==> src/rtl/wash_pkg.sv <==
// Shared types and encodings for the washing-machine controller: state
// encoding, program codes, motor codes and program-decode helpers.
package wash_pkg;

    typedef enum logic [3:0] {
        ST_IDLE      = 4'd0,
        ST_FILL      = 4'd1,
        ST_WAIT_SOAP = 4'd2,
        ST_WASH      = 4'd3,
        ST_DRAIN_W   = 4'd4,
        ST_RINSE     = 4'd5,
        ST_DRAIN_R   = 4'd6,
        ST_SPIN      = 4'd7,
        ST_PAUSED    = 4'd8,
        ST_DONE      = 4'd9
    } wash_state_e;

    localparam logic [2:0] PRG_COLD  = 3'b000;
    localparam logic [2:0] PRG_HOT   = 3'b001;
    localparam logic [2:0] PRG_WARM  = 3'b100;
    localparam logic [2:0] PRG_RINSE = 3'b010;
    localparam logic [2:0] PRG_SPIN  = 3'b011;

    localparam logic [1:0] MOTOR_OFF     = 2'b00;
    localparam logic [1:0] MOTOR_AGITATE = 2'b01;
    localparam logic [1:0] MOTOR_SPIN    = 2'b10;

    function automatic logic prg_valid(input logic [2:0] prg);
        logic ok;
        case (prg)
            PRG_COLD, PRG_HOT, PRG_WARM, PRG_RINSE, PRG_SPIN: ok = 1'b1;
            default:                                          ok = 1'b0;
        endcase
        return ok;
    endfunction

    function automatic wash_state_e first_phase(input logic [2:0] prg);
        wash_state_e st;
        case (prg)
            PRG_RINSE: st = ST_RINSE;
            PRG_SPIN:  st = ST_SPIN;
            default:   st = ST_FILL;
        endcase
        return st;
    endfunction

endpackage

==> src/rtl/phase_timer.sv <==
// Loadable down-counter for phase timing; load beats hold, and the count
// parks at zero instead of wrapping.
module phase_timer #(
    parameter int CNT_W = 8
) (
    input  logic             clk,
    input  logic             rst,
    input  logic             load_i,
    input  logic             hold_i,
    input  logic [CNT_W-1:0] load_val_i,
    output logic [CNT_W-1:0] count_o,
    output logic             zero_o
);

    logic [CNT_W-1:0] count_q;
    logic [CNT_W-1:0] count_d;

    // Next count: load, hold, or decrement toward zero.
    always_comb begin
        count_d = count_q;
        if (load_i) begin
            count_d = load_val_i;
        end else if (hold_i) begin
            count_d = count_q;
        end else if (count_q != {CNT_W{1'b0}}) begin
            count_d = count_q - {{(CNT_W-1){1'b0}}, 1'b1};
        end else begin
            count_d = count_q;
        end
    end

    // Count register.
    always_ff @(posedge clk or posedge rst) begin
        if (rst) begin
            count_q <= {CNT_W{1'b0}};
        end else begin
            count_q <= count_d;
        end
    end

    assign count_o = count_q;
    assign zero_o  = (count_q == {CNT_W{1'b0}});

endmodule

==> src/rtl/wash_sequencer.sv <==
// Washing-machine cycle controller: sequences fill/wash/drain/rinse/spin with
// pause/resume, door-fault and power-loss handling and a per-phase countdown.
module wash_sequencer
    import wash_pkg::*;
#(
    parameter int CNT_W      = 8,
    parameter int FILL_T     = 8,
    parameter int WASH_T     = 12,
    parameter int DRAIN_T    = 8,
    parameter int RINSE_T    = 9,
    parameter int SPIN_T     = 12,
    parameter int MAX_RINSES = 3,
    parameter int RC_W       = 4
) (
    input  logic             clk,
    input  logic             rst,
    input  logic             power_i,
    input  logic             start_i,
    input  logic             pause_i,
    input  logic             door_closed_i,
    input  logic             soap_i,
    input  logic [2:0]       program_i,
    input  logic [RC_W-1:0]  rinse_count_i,
    output logic             valve_cold_o,
    output logic             valve_hot_o,
    output logic             valve_out_o,
    output logic             soap_in_o,
    output logic [1:0]       motor_o,
    output logic             lock_door_o,
    output logic             soap_warning_o,
    output logic             door_fault_o,
    output logic [CNT_W-1:0] phase_left_o,
    output logic [3:0]       rinses_left_o,
    output logic             busy_o,
    output logic             program_done_o
);

    localparam logic [CNT_W-1:0] FILL_LD  = CNT_W'(FILL_T - 1);
    localparam logic [CNT_W-1:0] WASH_LD  = CNT_W'(WASH_T - 1);
    localparam logic [CNT_W-1:0] DRAIN_LD = CNT_W'(DRAIN_T - 1);
    localparam logic [CNT_W-1:0] RINSE_LD = CNT_W'(RINSE_T - 1);
    localparam logic [CNT_W-1:0] SPIN_LD  = CNT_W'(SPIN_T - 1);

    wash_state_e      state_q, state_d;
    wash_state_e      saved_q, saved_d;
    logic [2:0]       prog_q, prog_d;
    logic [3:0]       rinses_q, rinses_d;
    logic             fault_q, fault_d;

    logic             tmr_load_s;
    logic             tmr_hold_s;
    logic [CNT_W-1:0] tmr_val_s;
    logic             tmr_zero_s;
    logic [CNT_W-1:0] tmr_count_s;
    logic [3:0]       rc_clamp_s;

    logic             cold_d, hot_d, out_d, soap_in_d, warn_d, lock_d, busy_d, done_d;
    logic [1:0]       motor_d;

    phase_timer #(.CNT_W(CNT_W)) u_timer (
        .clk        (clk),
        .rst        (rst),
        .load_i     (tmr_load_s),
        .hold_i     (tmr_hold_s),
        .load_val_i (tmr_val_s),
        .count_o    (tmr_count_s),
        .zero_o     (tmr_zero_s)
    );

    // Requested rinse passes, clamped; rinse+spin always runs at least one.
    always_comb begin
        if (int'(rinse_count_i) > MAX_RINSES) begin
            rc_clamp_s = 4'(MAX_RINSES);
        end else begin
            rc_clamp_s = 4'(rinse_count_i);
        end
        if ((program_i == PRG_RINSE) && (rc_clamp_s == 4'd0)) begin
            rc_clamp_s = 4'd1;
        end else begin
            rc_clamp_s = rc_clamp_s;
        end
    end

    // State and latched cycle context.
    always_ff @(posedge clk or posedge rst) begin
        if (rst) begin
            state_q  <= ST_IDLE;
            saved_q  <= ST_IDLE;
            prog_q   <= 3'b000;
            rinses_q <= 4'd0;
            fault_q  <= 1'b0;
        end else begin
            state_q  <= state_d;
            saved_q  <= saved_d;
            prog_q   <= prog_d;
            rinses_q <= rinses_d;
            fault_q  <= fault_d;
        end
    end

    // Next state; any edge that pauses, waits or resumes freezes the timer.
    always_comb begin
        state_d    = state_q;
        saved_d    = saved_q;
        prog_d     = prog_q;
        rinses_d   = rinses_q;
        fault_d    = fault_q;
        tmr_load_s = 1'b0;
        tmr_hold_s = 1'b0;
        if (!power_i) begin
            state_d    = ST_IDLE;
            saved_d    = ST_IDLE;
            prog_d     = 3'b000;
            rinses_d   = 4'd0;
            fault_d    = 1'b0;
            tmr_load_s = 1'b1;
        end else begin
            case (state_q)
                ST_IDLE: begin
                    tmr_load_s = 1'b1;
                    if (start_i && door_closed_i && prg_valid(program_i)) begin
                        state_d  = first_phase(program_i);
                        prog_d   = program_i;
                        rinses_d = rc_clamp_s;
                    end else begin
                        state_d = ST_IDLE;
                    end
                end
                ST_DONE: begin
                    state_d    = ST_IDLE;
                    saved_d    = ST_IDLE;
                    prog_d     = 3'b000;
                    rinses_d   = 4'd0;
                    tmr_load_s = 1'b1;
                end
                ST_PAUSED: begin
                    tmr_hold_s = 1'b1;
                    if (start_i && door_closed_i && !pause_i) begin
                        state_d = saved_q;
                        fault_d = 1'b0;
                    end else begin
                        state_d = ST_PAUSED;
                    end
                end
                ST_FILL, ST_WAIT_SOAP, ST_WASH, ST_DRAIN_W,
                ST_RINSE, ST_DRAIN_R, ST_SPIN: begin
                    if (!door_closed_i) begin
                        state_d    = ST_PAUSED;
                        saved_d    = state_q;
                        fault_d    = 1'b1;
                        tmr_hold_s = 1'b1;
                    end else if (pause_i) begin
                        state_d    = ST_PAUSED;
                        saved_d    = state_q;
                        tmr_hold_s = 1'b1;
                    end else if (state_q == ST_WAIT_SOAP) begin
                        tmr_hold_s = 1'b1;
                        state_d    = soap_i ? ST_FILL : ST_WAIT_SOAP;
                    end else if ((state_q == ST_FILL) && !soap_i) begin
                        state_d    = ST_WAIT_SOAP;
                        tmr_hold_s = 1'b1;
                    end else if (tmr_zero_s) begin
                        tmr_load_s = 1'b1;
                        case (state_q)
                            ST_FILL:    state_d = ST_WASH;
                            ST_WASH:    state_d = ST_DRAIN_W;
                            ST_DRAIN_W: state_d = (rinses_q != 4'd0) ? ST_RINSE : ST_SPIN;
                            ST_RINSE:   state_d = ST_DRAIN_R;
                            ST_DRAIN_R: begin
                                rinses_d = (rinses_q != 4'd0) ? (rinses_q - 4'd1) : 4'd0;
                                state_d  = (rinses_q > 4'd1) ? ST_RINSE : ST_SPIN;
                            end
                            ST_SPIN:    state_d = ST_DONE;
                            default:    state_d = ST_IDLE;
                        endcase
                    end else begin
                        state_d = state_q;
                    end
                end
                default: begin
                    state_d    = ST_IDLE;
                    saved_d    = ST_IDLE;
                    prog_d     = 3'b000;
                    rinses_d   = 4'd0;
                    fault_d    = 1'b0;
                    tmr_load_s = 1'b1;
                end
            endcase
        end
    end

    // Phase length for whichever phase is being entered.
    always_comb begin
        case (state_d)
            ST_FILL:               tmr_val_s = FILL_LD;
            ST_WASH:               tmr_val_s = WASH_LD;
            ST_DRAIN_W, ST_DRAIN_R: tmr_val_s = DRAIN_LD;
            ST_RINSE:              tmr_val_s = RINSE_LD;
            ST_SPIN:               tmr_val_s = SPIN_LD;
            default:               tmr_val_s = {CNT_W{1'b0}};
        endcase
    end

    // Actuator decode from the next state so the registered outputs line up
    // with the state register.
    always_comb begin
        cold_d    = 1'b0;
        hot_d     = 1'b0;
        out_d     = 1'b0;
        soap_in_d = 1'b0;
        warn_d    = 1'b0;
        motor_d   = MOTOR_OFF;
        case (state_d)
            ST_FILL: begin
                cold_d    = (prog_d == PRG_COLD) || (prog_d == PRG_WARM);
                hot_d     = (prog_d == PRG_HOT)  || (prog_d == PRG_WARM);
                soap_in_d = 1'b1;
            end
            ST_WASH:                motor_d = MOTOR_AGITATE;
            ST_DRAIN_W, ST_DRAIN_R: out_d   = 1'b1;
            ST_RINSE:               cold_d  = 1'b1;
            ST_SPIN: begin
                motor_d = MOTOR_SPIN;
                out_d   = 1'b1;
            end
            ST_WAIT_SOAP:           warn_d  = 1'b1;
            default:                motor_d = MOTOR_OFF;
        endcase
        lock_d = (state_d != ST_IDLE) && (state_d != ST_DONE);
        busy_d = (state_d != ST_IDLE);
        done_d = (state_d == ST_DONE);
    end

    // Output registers.
    always_ff @(posedge clk or posedge rst) begin
        if (rst) begin
            valve_cold_o   <= 1'b0;
            valve_hot_o    <= 1'b0;
            valve_out_o    <= 1'b0;
            soap_in_o      <= 1'b0;
            motor_o        <= MOTOR_OFF;
            lock_door_o    <= 1'b0;
            soap_warning_o <= 1'b0;
            busy_o         <= 1'b0;
            program_done_o <= 1'b0;
        end else begin
            valve_cold_o   <= cold_d;
            valve_hot_o    <= hot_d;
            valve_out_o    <= out_d;
            soap_in_o      <= soap_in_d;
            motor_o        <= motor_d;
            lock_door_o    <= lock_d;
            soap_warning_o <= warn_d;
            busy_o         <= busy_d;
            program_done_o <= done_d;
        end
    end

    assign door_fault_o  = fault_q;
    assign rinses_left_o = rinses_q;
    assign phase_left_o  = tmr_count_s;

endmodule

==> config.mk <==
export PLATFORM = sky130hd
export DESIGN_NAME = wash_sequencer
export DESIGN_NICKNAME = d
export VERILOG_FILES = /design/src/rtl/wash_pkg.sv /design/src/rtl/phase_timer.sv /design/src/rtl/wash_sequencer.sv
export SDC_FILE = /design/constraint.sdc
export NUM_CORES = 1
export LEC_CHECK = 0
export BUFFER_PORTS_ARGS = -buffer_cell sky130_fd_sc_hd__buf_4
export CAP_MARGIN = 20
export CORE_MARGIN = 3
export CORE_UTILIZATION = 58
export CTS_BUF_LIST = sky130_fd_sc_hd__clkbuf_2 sky130_fd_sc_hd__clkbuf_4 sky130_fd_sc_hd__clkbuf_8
export DETAILED_ROUTE_END_ITERATION = 8
export MAX_ROUTING_LAYER = met4
export PLACE_DENSITY = 0.82
export SETUP_SLACK_MARGIN = 0.15
export SLEW_MARGIN = 0
export SYNTH_ARGS = -nofsm -noshare
export SYNTH_HDL_FRONTEND = slang
export SYNTH_SLANG_ARGS = --single-unit
==> constraint.sdc <==
create_clock -name clk -period 3.45 [get_ports clk]
set_input_delay 0.5175 -clock clk [delete_from_list [all_inputs] [get_ports clk]]
set_output_delay 0.5175 -clock clk [all_outputs]
set_load 0.005 [all_outputs]
==> run metrics <==
number of flops mapped to enable cells by yosys=0; Via Count=2099; initial antenna violation count=0; CTS Root Cell=clkbuf_8; synth top area cells=dfrtp_1 (38%), a21oi_1 (5.2%), nor2_1 (3.6%), nand2_1 (2.9%), nor3_1 (2.7%); clk_skew=0.0105 ns; Syn-to-layout area delta=17.6%; net switching power=0.000334 W; clock power share=31.0%; ys flop type=dfrtp_1; Final Hold Fails=0; placed cells=325; Total GRT Usage=28.3%; clk sink count=34; Clock Tree Buf Depth=2; IO Port Bufs=36; Post-Synth Adder-Cell Area=0.565%; Die Ht=67.8 um; sw frac=32.5%; Max Fclk=371 MHz; Antenna diodes=0; worst rel slew slack=42.2%; required time of the critical path=3.64 ns; critical path type=flop to flop; Power Density=394 nW/um2; path type of the worst min-delay path=primary input to asynchronous set/reset pin; Tmin final=2.69 ns; placement-stage cell area=2510 um2; CORE AREA=3490 um2; compound-cell area share of the yosys netlist=23.6%; gr ovfl total=0; DRT Pass-1 Iters=5; post-synthesis simple-gate area fraction=30.4%; Mapped Area=2210 um2; nets=301; top cell type by total area after synthesis=dfrtp_1; drt wl/cell=17.1 um; Slew Viols, Final=0; htree depth=2; HPWL Detailed=3.99 mm; Layout Cells excl Fill=333; most frequent cell after synthesis=dfrtp_1; vias per cell=6.30; Critical Path AT=2.89 ns; most common library cells after synthesis=dfrtp_1 (34), a21oi_1 (23), nor2_1 (21); die span in x=67.8 um; Final Cycle Share=78.1%; unique cell type count in the Yosys netlist=60; WHS=0.402 ns; post-synth top area share=38.4%; RSZ-0062 raised after global routing=false; CP Max Fanout=14; Die Area=4590 um2; Logic pwr share=25.5%; Slew @ Worst Pin=0.866 ns; Post-synth ARST share=100%; Design Area, Final=2600 um2; # setup viols final=0; largest net degree at the start of global routing=24; Post-Route WL=5.69 mm; # DRC=0; Synth warnings=0; status=finished clean; Reg clk slew, reported paths=0.08 ns; CTS buffer count=5; DRT antenna net count=0; share of layout cells above drive strength 1=25.8%; IO Count=37; GPL Wtd Cong=0.921; CTS tree=done; Int Pwr=0.000691 W; Yosys reg bits=34; max cap viols=0; crit path capture type=flop; largest family of logic cells by synthesized area=simple AND/OR/NAND/NOR gates; sequential-to-total area share from yosys stat=38.4%; Starting DRT DRC Count=199; setup TNS=0 ns; leakage power=1.15 nW; post-synthesis xor/xnor area fraction=0.791%; Starting Density=63.3%; Sequential Power Share=43.5%; multiplexer share of the synthesized area=0.961%; # rows=21; Clock Latency Late Sink=0.29 ns; Post-Syn Instances=252; vias in the first global route=2065; Design Power=0.00103 W; Syn Area/Cell=8.78 um2; CTS resizes=0; Worst Setup Start Kind=flop; hold buffer count at CTS=0; syn nets=267; first-pass GRT wire length=9.52 mm; Post-CTS Setup Inserts=0; Peak supply drop=0.000273 V
sequential cells by signal, indices dropped and copies added, names as in the netlist:
| name | cells |
|---|---|
| busy_o | 1 |
| door_fault_o | 1 |
| lock_door_o | 1 |
| motor_o | 2 |
| prog_q | 3 |
| program_done_o | 1 |
| rinses_left_o | 4 |
| saved_q | 4 |
| soap_in_o | 1 |
| soap_warning_o | 1 |
| state_q | 4 |
| u_timer.count_o | 8 |
| valve_cold_o | 1 |
| valve_hot_o | 1 |
| valve_out_o | 1 |
cells in the final DEF, fill, tap and decap left out, types with 2 or more instances in the layout:
| cell | instances |
|---|---|
| a211oi_1 | 2 |
| o221ai_1 | 2 |
| nor4_1 | 4 |
| clkbuf_8 | 6 |
| buf_4 | 39 |
| nor3_2 | 2 |
| xnor2_1 | 2 |
| nand3b_1 | 4 |
| nand4_1 | 2 |
| inv_1 | 16 |
| or3b_2 | 3 |
| nand3_1 | 7 |
| or4_1 | 4 |
| nor4b_1 | 2 |
| o22ai_2 | 2 |
| o211ai_1 | 5 |
| o311ai_1 | 3 |
| and4b_1 | 2 |
| nor2b_1 | 5 |
| a21oi_1 | 23 |
| a211o_1 | 2 |
| nand2_1 | 17 |
| nor3_1 | 12 |
| nand2b_1 | 7 |
| or2_2 | 3 |
| or3_1 | 7 |
| a2bb2oi_2 | 2 |
| o21ai_0 | 12 |
| a31oi_1 | 3 |
| dfrtp_1 | 34 |
| o21a_1 | 4 |
| nor2_1 | 21 |
cell type report:
| class | count | area, um2 |
|---|---|---|
| Inverter | 16 | 60.1 |
| Tap cell | 46 | 57.6 |
| Sequential cell | 34 | 851 |
| Multi-Input combinational cell | 190 | 1250 |
| Clock buffer | 6 | 82.6 |
| Fill cell | 284 | 891 |
| Timing Repair Buffer | 39 | 293 |
| Clock inverter | 2 | 12.5 |
through the flow:
step / setup WS [ns] / utilization [%]
6_report: 0.756 / 74.5
5_1_grt: 0.457 / 74.5
2_1_floorplan: 0.967 / -
3_5_place_dp: 0.828 / 71.8
3_3_place_gp: 0.871 / 71.8
4_1_cts: 0.806 / 74.5
power groups by stage:
stage	Clock [W]	Sequential [W]	Combinational (W)
2_1_floorplan	0	0.000445	0.000180
3_3_place_gp	0	0.000452	0.000252
3_5_place_dp	0	0.000453	0.000258
4_1_cts	0.000323	0.000445	0.000259
5_1_grt	0.000343	0.000449	0.000287
6_report	0.000318	0.000446	0.000262
critical path, cell delays in order, from the launching register on:
cell      delay [ns]
dfrtp_1         0.55
or2_0           0.44
nor3_1          0.46
a31oi_1         0.29
o22ai_2         0.31
nand2b_1        0.24
nor4b_1         0.29
layer usage:
layer	GRT usage [%]	up-vias	routed length [um]
met5	-	-	0
met4	11.4	0	102
met3	6.32	13	350
met2	42.0	89	2760
met1	37.3	997	2480
li1	-	1000	-
logic make-up after synthesis:
kind of cell / Yosys count
and+or+nand+nor: 113
AOI/OAI and AO/OA: 72
DFF: 34
buffers and inverters: 28
xor gates and xnor gates: 2
muxes: 2
adders and majority gates: 1
path summary, 6_finish.rpt:
kind | from | end | slack, ns | cells past startpoint
worst max-delay path | state_q[2] | valve_hot_o | 0.76 | 6
worst min-delay path | rst | u_timer.count_o[2] | 0.40 | 2
worst max register to register | state_q[2] | valve_hot_o | 0.76 | 6
worst min register to register | prog_q[1] | prog_q[1] | 0.50 | 2
max in group asynchronous | rst | state_q[3] | 2.35 | 3
min in group clk | prog_q[1] | prog_q[1] | 0.50 | 2
No activity file was read; power rests on OpenSTA's default activity.
